File: config.mk
export PLATFORM = sky130hd
export DESIGN_NAME = systolic_skew_feeder
export DESIGN_NICKNAME = d
export VERILOG_FILES = /design/src/rtl/systolic_skew_feeder.sv
export SDC_FILE = /design/constraint.sdc
export NUM_CORES = 1
export LEC_CHECK = 0
export BUFFER_PORTS_ARGS = -buffer_cell sky130_fd_sc_hd__buf_4
export CAP_MARGIN = 20
export CORE_MARGIN = 2
export CORE_UTILIZATION = 55
export DETAILED_ROUTE_END_ITERATION = 12
export PLACE_DENSITY_LB_ADDON = 0.05
export SLEW_MARGIN = 40
export SYNTH_ARGS = -nofsm -noshare
export SYNTH_HDL_FRONTEND = slang
export SYNTH_SLANG_ARGS = --single-unit
File: constraint.sdc
create_clock -name clk -period 3.67 [get_ports clk]
set_input_delay 0.5505 -clock clk [delete_from_list [all_inputs] [get_ports clk]]
set_output_delay 0.5505 -clock clk [all_outputs]
set_load 0.005 [all_outputs]
File: src/rtl/systolic_skew_feeder.sv
// Skews one N-lane row per accept onto the array's top PE row.
// Lane j delays j+1 cycles; the block drains the skew and pulses done.
module systolic_skew_feeder #(
   parameter int N          = 4,
   parameter int DATA_WIDTH = 16
) (
   input  logic                    clk,
   input  logic                    aresetn,
   input  logic                    s_valid,
   output logic                    s_ready,
   input  logic [N*DATA_WIDTH-1:0] s_data,
   input  logic                    s_last,
   output logic [N*DATA_WIDTH-1:0] col_out,
   output logic [N-1:0]            col_valid,
   output logic                    busy,
   output logic                    done,
   output logic [15:0]             beat_cnt
);

   typedef enum logic [1:0] {
      IDLE,
      STREAM,
      DRAIN
   } state_e;

   localparam int CW = (N > 2) ? $clog2(N) : 1;
   localparam logic [CW-1:0] DRAIN_LOAD = (N >= 2) ? CW'(N - 2) : '0;

   state_e        state_q, state_d;
   logic [CW-1:0] cnt_q, cnt_d;
   logic          done_q, done_d;
   logic [15:0]   beat_q, beat_d;
   logic          accept;

   assign s_ready  = (state_q != DRAIN);
   assign busy     = (state_q != IDLE);
   assign accept   = s_valid && s_ready;
   assign done     = done_q;
   assign beat_cnt = beat_q;

   always_comb begin
      state_d = state_q;
      cnt_d   = cnt_q;
      done_d  = 1'b0;
      beat_d  = beat_q;
      unique case (state_q)
         IDLE: begin
            if (accept) begin
               beat_d = 16'd1;
               if (!s_last) begin
                  state_d = STREAM;
               end else if (N == 1) begin
                  done_d = 1'b1;
               end else begin
                  state_d = DRAIN;
                  cnt_d   = DRAIN_LOAD;
               end
            end
         end
         STREAM: begin
            if (accept) begin
               if (beat_q != 16'hFFFF) begin
                  beat_d = beat_q + 16'd1;
               end
               if (s_last) begin
                  if (N == 1) begin
                     state_d = IDLE;
                     done_d  = 1'b1;
                  end else begin
                     state_d = DRAIN;
                     cnt_d   = DRAIN_LOAD;
                  end
               end
            end
         end
         DRAIN: begin
            // counter holds the number of drain cycles still to come
            if (cnt_q == '0) begin
               state_d = IDLE;
               done_d  = 1'b1;
            end else begin
               cnt_d = cnt_q - 1'b1;
            end
         end
         default: begin
            state_d = IDLE;
         end
      endcase
   end

   always_ff @(posedge clk or negedge aresetn) begin
      if (!aresetn) begin
         state_q <= IDLE;
         cnt_q   <= '0;
         done_q  <= 1'b0;
         beat_q  <= '0;
      end else begin
         state_q <= state_d;
         cnt_q   <= cnt_d;
         done_q  <= done_d;
         beat_q  <= beat_d;
      end
   end

   for (genvar j = 0; j < N; j++) begin : g_lane
      logic [DATA_WIDTH-1:0] dat_q [j+1];
      logic [DATA_WIDTH-1:0] dat_d [j+1];
      logic [j:0]            vld_q, vld_d;

      always_comb begin
         dat_d[0] = accept ? s_data[j*DATA_WIDTH +: DATA_WIDTH] : '0;
         vld_d[0] = accept;
         for (int k = 1; k <= j; k++) begin
            dat_d[k] = dat_q[k-1];
            vld_d[k] = vld_q[k-1];
         end
      end

      always_ff @(posedge clk or negedge aresetn) begin
         if (!aresetn) begin
            for (int k = 0; k <= j; k++) begin
               dat_q[k] <= '0;
            end
            vld_q <= '0;
         end else begin
            dat_q <= dat_d;
            vld_q <= vld_d;
         end
      end

      assign col_out[j*DATA_WIDTH +: DATA_WIDTH] = dat_q[j];
      assign col_valid[j] = vld_q[j];
   end

endmodule

# Word level (Yosys, flattened, before mapping)
# Index checks and enable logic that the tools add are counted.
# totals
regBits,191
in_bits,68
word_cells,60
# classes
n_addsub,2
eq_ne,12
muxes,18
reduce_logical,10
# op_table
op,count
two-way mux 16 bit,7
case mux 16 bit (2 select lines),1
adder 16 x 1 -> 16 bit (second input constant),1
!= test 16 bit (second input constant),1
!= test 2 bit (second input constant),7
two-way mux 2 bit,6
AND reduction 4 bit,3
case mux 2 bit (3 select lines),1
nonzero test 2 bit,3
zero test 2 bit,2
!= test 2 x 1 -> 1 bit (second input constant),2
case mux 2 bit (2 select lines),1
== test 2 x 1 -> 1 bit (second input constant),1
== test 2 bit (second input constant),1
two-way mux 1 bit,2
OR reduction 2 bit,1
subtractor 2 x 1 -> 2 bit (second input constant),1
logical AND 1 bit,1

# Logic depth before layout (Yosys ltp)
# Gate-level depths: netlist of the first run.
# depth
ltp_word,4
mapped_depth,6

# Worst setup path after synthesis of the first run
# Ideal clock, no wire load.
# synth_path
path_type,register -> register
startpoint,register beat_q[0] (netlist: beat_cnt[0])
endpoint,register beat_q[0] (netlist: beat_cnt[0])
setup_ns,0.128
t_arrival_ns,1.468
required_time_ns,3.542
setup_slack_ns,2.074
path_stages_with_launch,6
n_path_buf,0
period_less_slack_ns,1.596
cell_sequence,dfrtp_1 ha_1 nand4_1 nor3_4 a21oi_2 mux2_1
# synth_via
elab_chain_cells,4
# synth_rtl
item,line_no,rtl
start: declaration,32,"logic [15:0] beat_q, beat_d;"
start signal: assignment,101,beat_q <= beat_d;
adder 16 x 1 -> 16 bit,63,beat_d = beat_q + 16'd1;
two-way mux 16 bit,62,if (beat_q != 16'hFFFF) begin
two-way mux 16 bit,61,if (accept) begin
case mux 16 bit (2 select lines),46,unique case (state_q)
# Parallel ways exist; a longest one is shown, timed or not. The select of a mux whose other input is x is not followed.
# A chain may end at the register's enable or synchronous reset.

# Final worst setup path of the first run
# layout_path
startpoint,register state_q[0]
endpoint,output busy
# layout_via
elab_chain_cells,1
# layout_rtl
item,line_no,rtl
start: declaration,29,"state_e state_q, state_d;"
start signal: assignment,98,state_q <= state_d;
nonzero test 2 bit,36,assign busy = (state_q != IDLE);
end: declaration,15,"output logic busy,"
# No other way between the ends.

==> impl_metrics.py, run 1 <==
metrics = {
    "status": {
        "status": "complete, no violations",
    },
    "timing": {
        "rsz0062_at_grt": "no",
        "slew_headroom_pct": 50.2,
        "timing_worst_slew_pin_value_ns": 0.747,
        "period_share_pct": 57.5,
        "fin_crit_ns": 2.11,
        "layout_setup_ws_ns": 1.56,
        "max_freq_mhz": 474,
        "final_hold_viol_count": 0,
        "fin_tns_setup_ns": 0,
        "final_max_slew_viol_count": 0,
        "finClkSkew_ns": 0.00818,
        "finalSetupViolCount": 0,
    },
    "worst_hold_path": {
        "hold_path_class": "in2reg",
        "hold-path-cell-count": 2,
    },
    "final_layout": {
        "final-seq-area_mm2": 0.00463,
        "utilization_pct": 75.1,
        "layout.nets": 607,
        "num_antenna_cells": 0,
        "syn_to_final_growth_pct": 33.6,
        "multiInputGateArea_mm2": 0.00101,
        "layout-drive-gt1-share_pct": 35.5,
        "nFillCells": 668,
    },
    "place": {
        "place_congestion": 0.842,
        "portBuffers": 154,
        "dp_hpwl_um": 7020,
        "pre_cts_slack_ns": 1.26,
    },
    "synthesis": {
        "ys_async_sr_fraction_pct": 100,
        "synth_area_leaders": "dfrtp_1, and3_1, inv_1",
        "ys_ff_latch": 185,
        "syn_inst": 378,
        "synth-simple-area-share_pct": 12.5,
        "yosysTopAreaCell": "dfrtp_1",
        "synth.distinct_cells": 43,
        "syn_area_mm2": 0.00578,
        "ys_seq_area_share_pct": 80.1,
        "syn_nets": 448,
        "ys_warn_count": 0,
        "synth-compound-area-share_pct": 3.53,
        "synth.avg_cell_area_um2": 15.3,
        "synth_mux_area_share_pct": 1.08,
        "synthFlopType": "dfrtp_1",
        "synthTopCellsByCount": "dfrtp_1, and3_1, inv_1",
        "synth_top_family_by_area": "simple AND/OR/NAND/NOR gates",
        "yosys.area_share.xor_xnor_pct": 0,
        "yosysMostFrequentCell": "dfrtp_1",
        "synthAdderAreaFrac_pct": 0.433,
        "synth-edff-count": 0,
        "synth_top_area_share_pct": 80.1,
    },
    "cts": {
        "numClockSinks": 185,
        "cts_setup_buffers": 0,
        "root_buffer": "clkbuf_8",
        "cts_tree": "built",
        "clock_path_buffers": 2,
        "numCtsBuffers": 17,
        "insertion_delay_ns": 0.52,
        "cts.htree.levels": 4,
        "cts.clk_slew.worst_paths_ns": 0.07,
        "cts_resized": 0,
    },
    "run": {
        "drv_cap": 0,
    },
    "detailed_routing": {
        "remaining_drc_errors": 0,
        "num_vias": 3472,
        "wl_per_cell_um": 17.2,
        "drt_wl_total_um": 11800,
        "viasPerCell": 5.07,
        "drt-initial-drc-count": 176,
        "drtAntennaViolNets": 0,
        "firstDrtPassIters": 4,
    },
    "global_route": {
        "grt_pass1_wl_um": 18700,
        "grt_pass1_vias": 3627,
        "grt_max_degree": 116,
        "grt.total_usage_pct": 22.0,
        "overflow": 0,
        "grt_antenna_before_repair": 0,
    },
    "setup_path": {
        "cp_slowest_cell": "dfrtp_1",
        "cp-start-kind": "flop",
        "required_ns": 3.12,
        "cp.arrival_ns": 1.56,
        "crit_path_end_kind": "output pin",
        "reg2reg_depth": 5,
        "path_cells": "or2_2 -> buf_4",
        "critPathBufInv": 1,
        "path_class": "reg2out",
        "crit_family": "flip-flops",
        "cpPeakStageDelay_ns": 0.55,
        "cp.depth": 2,
        "cp_max_fo": 16,
    },
    "floorplanning": {
        "die-area_mm2": 0.0113,
        "rows": 37,
        "start_util_pct": 56.2,
        "die_w_um": 107,
        "pin_count": 155,
        "die_y_um": 107,
        "core_mm2": 0.0103,
    },
    "power_and_ir_drop": {
        "p_int_mw": 3.92,
        "clkPwrFrac_pct": 35.8,
        "p_comb_share_pct": 15.2,
        "power_density_mw_per_mm2": 686,
        "ir_worst_vdd_mv": 0.362,
        "power.share.switching_pct": 25.9,
        "p_total_mw": 5.29,
        "switchingPower_mw": 1.37,
        "p_leak_nw": 4.12,
        "seq_power_share_pct": 49.0,
    },
}
[layout by cell type (no fill, tap or decap), types with 2 or more instances in the layout]
cell / n
a21oi_1: 3
a31oi_1: 5
a41oi_1: 2
and2_1: 2
and3_1: 68
and4_1: 2
buf_4: 155
bufinv_16: 4
clkbuf_16: 16
clkbuf_8: 2
clkinv_2: 2
clkinvlp_4: 2
dfrtp_1: 185
ha_1: 2
inv_1: 14
inv_6: 4
mux2i_1: 4
nand2_1: 9
nand2b_1: 2
nand3_1: 8
nand4_1: 6
nor2_1: 10
nor3_1: 3
nor4_1: 3
o21ai_0: 4
o21ai_1: 5
o22ai_1: 3
[state kept, by name, indices dropped and copies added (netlist names)]
register,flops
g_lane.dat_d,96
g_lane.dat_q,16
col_out,48
cnt_q,2
beat_cnt,16
g_lane.vld_q,4
done,1
state_q,2
[final cells by class]
cell class              instances  area share, %
flip-flops and latches        185           59.9
well taps                     136           2.20
multi-input cells             160           13.1
clock inverters                13           2.48
inverters                      14          0.680
repair buffers                159           16.0
clock buffers                  18           5.54
[through the flow]
stage | hold WS (ns) | cell area, um2 | std cells
global route | 0.237 | 7720 | 685
floorplan | 0.255 | 5780 | 378
detailed placement | 0.335 | 7060 | 652
CTS | 0.160 | 7680 | 683
finish | 0.267 | 7720 | 685
global placement | 0.331 | 7060 | 652
[timing repair]
action | in CTS | in global routing
hold buffers | 0 | 1
hold endpoints to repair | 0 | 40
setup endpoints to repair | 0 | 0
[final timing paths]
path | startpoint | end | slack (ns)
hold reg to reg | g_lane[3].dat_d[25] | g_lane[3].dat_d[9] | 0.35
setup reg to reg | beat_cnt[0] | beat_cnt[0] | 1.58
hold / removal | s_data[12] | g_lane[0].dat_q[12] | 0.27
setup / recovery | state_q[0] | busy | 1.56
min in group asynchronous | aresetn | g_lane[3].dat_d[22] | 0.51
max in group asynchronous | aresetn | g_lane[1].dat_d[6] | 2.52
[logic make-up (layout without fill, tap and decap cells)]
kind of cell / count (synthesis) / after routing
simple gates: 121 / 121
mux: 6 / 6
flops: 185 / 185
compound gates: 31 / 31
fa+ha+maj: 2 / 2
buf+inv: 33 / 204
[power by group through the flow]
stage          combinational (mW)  sequential (mW)  clock [mW]
6_report                    0.805             2.59        1.90
4_1_cts                     0.813             2.59        1.93
3_5_place_dp                0.805             2.62           0
3_3_place_gp                0.783             2.60           0
2_1_floorplan               0.363             2.56           0
5_1_grt                     0.897             2.63        2.02
[routing by layer]
metal  global-route usage, %  vias to the layer above  part of all wire, %
li1                        -                     1612                    -
met1                    27.6                     1735                   42
met2                    36.6                      115                   52
met3                    6.81                       10                  5.4
met4                    7.42                        0                 0.98
met5                       0                        -                    0
(Power assumes the default switching activity.)
==> run 2: changes to the inputs <==
--- a/config.mk
+++ b/config.mk
@@ -5,10 +5,11 @@
 export SDC_FILE = /design/constraint.sdc
 export NUM_CORES = 1
 export LEC_CHECK = 0
+export ABC_AREA = 1
 export BUFFER_PORTS_ARGS = -buffer_cell sky130_fd_sc_hd__buf_4
 export CAP_MARGIN = 20
 export CORE_MARGIN = 2
-export CORE_UTILIZATION = 55
+export CORE_UTILIZATION = 47
 export DETAILED_ROUTE_END_ITERATION = 12
 export PLACE_DENSITY_LB_ADDON = 0.05
 export SLEW_MARGIN = 40
==> constraint.sdc (replaced) <==
create_clock -name clk -period 1.85 [get_ports clk]
set_input_delay 0.2775 -clock clk [delete_from_list [all_inputs] [get_ports clk]]
set_output_delay 0.2775 -clock clk [all_outputs]
set_load 0.005 [all_outputs]
==> run 2 against run 1 <==
Compared with the run above:
- combinational power is 53% higher
- critical path depth grew 4
- clock skew shrank 0.00064 ns
- non-clock buffer count increased by 2
- first-iteration DRC count is 26% higher
- sequential power up 88%
- via count up 5.0%
- highest routed layer unchanged
==> impl_metrics.py, run 2 <==
metrics = {
    "floorplanning": {
        "start_util_pct": 47.6,
        "pin_count": 155,
        "rows": 41,
        "core_mm2": 0.0125,
        "die_w_um": 116,
        "die-area_mm2": 0.0135,
        "die_y_um": 116,
    },
    "detailed_routing": {
        "wl_per_cell_um": 12.7,
        "remaining_drc_errors": 0,
        "drtAntennaViolNets": 0,
        "drt-initial-drc-count": 221,
        "drt_wl_total_um": 10600,
        "firstDrtPassIters": 4,
        "viasPerCell": 4.38,
        "num_vias": 3646,
    },
    "global_route": {
        "gr-usage-met2_pct": 25.8,
        "grt_antenna_before_repair": 0,
        "grt_use_met3_pct": 7.37,
        "grt_pass1_wl_um": 16900,
        "top_usage_layer": "met2",
        "grt_max_degree": 58,
        "overflow": 0,
        "grt.total_usage_pct": 16.8,
        "gr-usage-met1_pct": 21.0,
        "grt_pass1_vias": 3546,
    },
    "cts": {
        "cts.clk_slew.worst_paths_ns": 0.06,
        "cts.htree.levels": 4,
        "numCtsBuffers": 17,
        "cts_resized": 0,
        "root_buffer": "clkbuf_16",
        "clock_path_buffers": 2,
        "insertion_delay_ns": 0.42,
        "cts_tree": "built",
        "numClockSinks": 185,
    },
    "final_layout": {
        "syn_to_final_growth_pct": 33.8,
        "mostFrequentLayoutCells": "dfrtp_1, buf_4, inv_1",
        "final_common_cell": "dfrtp_1",
        "layout.nets": 719,
        "nFillCells": 1026,
        "largest_reg_flops": 96,
        "num_antenna_cells": 0,
        "layout-drive-gt1-share_pct": 30.4,
    },
    "timing": {
        "fin_tns_setup_ns": 0,
        "slew_headroom_pct": 70.4,
        "final_max_slew_viol_count": 0,
        "timing_worst_slew_pin_value_ns": 0.444,
        "finalSetupViolCount": 0,
        "fin_crit_ns": 1.63,
        "period_share_pct": 88.4,
        "hold-worst-slack_ns": 0.0548,
        "rsz0062_at_grt": "no",
        "finClkSkew_ns": 0.00754,
        "final_hold_viol_count": 0,
        "max_freq_mhz": 612,
    },
    "setup_path": {
        "r2r_start": "beat_cnt[0]",
        "cp_slowest_cell": "dfrtp_1",
        "crit_family": "simple AND/OR/NAND/NOR gates",
        "startpoint": "beat_cnt[0]",
        "crit_path_end_kind": "flop",
        "cp_max_fo": 23,
        "path_class": "reg2reg",
        "cp-start-kind": "flop",
        "cp.arrival_ns": 1.93,
        "critPathBufInv": 0,
        "path_cells": "ha_1 -> nand2_2 -> nor2_4 -> nand4_4 -> nand2_4 -> o21ai_0",
        "required_ns": 2.14,
        "cpPeakStageDelay_ns": 0.47,
    },
    "status": {
        "status": "complete, no violations",
    },
    "power_and_ir_drop": {
        "ir_worst_vdd_mv": 0.667,
        "power_density_mw_per_mm2": 1230,
        "p_leak_nw": 4.31,
    },
    "run": {
        "drv_cap": 0,
    },
    "synthesis": {
        "yosysTopAreaCell": "dfrtp_1",
        "synth.avg_cell_area_um2": 12.4,
        "synth-edff-count": 0,
        "syn_nets": 549,
        "ys_seq_area_share_pct": 78.1,
        "synth_area_leaders": "dfrtp_1, inv_1, nor2_1",
        "synth_top_area_share_pct": 78.1,
        "syn_inst": 479,
        "synthFlopType": "dfrtp_1",
        "synth.distinct_cells": 26,
        "syn_area_mm2": 0.00593,
        "ys_ff_latch": 185,
        "yosysMostFrequentCell": "dfrtp_1",
        "ys_warn_count": 0,
        "synthTopCellsByCount": "dfrtp_1, inv_1, nor2_1",
        "ys_async_sr_fraction_pct": 100,
    },
    "place": {
        "place_congestion": 0.824,
        "dp_hpwl_um": 7190,
        "portBuffers": 154,
    },
    "worst_hold_path": {
        "min_from": "s_last",
        "hold_path_class": "in2reg",
    },
}
==> run 2: changes by cell type after synthesis, moves of 12 or more <==
cell      delta
nor2_1      +73
and3_1      -68
nand2_1     +45
clkbuf_1    -12
nand3_1     +12
inv_1       +70
==> run 2: power breakdown <==
group          switching (mW)  total [mW]  internal, mW  leakage [nW]
clock                    1.51        3.69          2.18         0.298
sequential              0.223        4.87          4.65          2.43
combinational           0.641        1.23         0.590          1.58
total                    2.37        9.79          7.42          4.31
==> run 2: cell families (layout without fill, tap and decap cells) <==
family	after synthesis	after routing	synth area share [%]
AOI/OAI and AO/OA	20	20	1.77
xor gates and xnor gates	3	3	0.443
adders and majority gates	2	2	0.422
buffers and inverters	96	278	6.52
DFF	185	185	78.1
and+or+nand+nor	173	173	12.7
==> run 2: final cells by class <==
type / instances / area [um2] / share of cell area, %
well taps: 172 / 215 / 2.71
clock buffers: 19 / 443 / 5.59
multi-input cells: 198 / 912 / 11.5
repair buffers: 161 / 1240 / 15.7
clock inverters: 12 / 165 / 2.08
inverters: 86 / 323 / 4.07
flip-flops and latches: 185 / 4630 / 58.4
==> run 2: what timing repair did <==
item,4_1_cts,5_1_grt
setup buffers,0,0
endpoints found under the hold margin,53,0
hold buffers,1,0
==> run 2: final timing paths <==
kind	to	slack (ns)	depth (start not counted)
max in group asynchronous	beat_cnt[10]	0.80	3
min reg2reg	col_out[25]	0.34	0
max	beat_cnt[12]	0.22	6
min in group asynchronous	g_lane[2].dat_d[19]	0.38	2
max reg2reg	beat_cnt[12]	0.22	6
min	state_q[0]	0.05	2
==> run 2: stage by stage <==
stage                     area (um2)  setup slack, ns  std cells  total power [mW]  util [%]
after floorplan                 5930            0.399        479              5.43         -
after global placement          7310            0.308        801              6.15      58.7
after detailed placement        7310            0.234        801              6.21      58.7
after CTS                       7930            0.215        833              9.92      63.6
after global routing            7930           0.0738        833              10.3      63.6
final                           7930            0.215        833              9.79      63.6
==> run 2: worst register-to-register path: stages, from the launching register on <==
cell and delay, ns:
dfrtp_1 0.47, ha_1 0.24, nand2_2 0.09, nor2_4 0.20, nand4_4 0.15, nand2_4 0.23, o21ai_0 0.14
==> run 2: metal layers <==
| metal | wire length [um] | vias to the layer above |
|---|---|---|
| met5 | 0 | - |
| met4 | 195 | 0 |
| met3 | 836 | 16 |
| met2 | 5130 | 117 |
| met1 | 4390 | 1750 |
| li1 | - | 1763 |
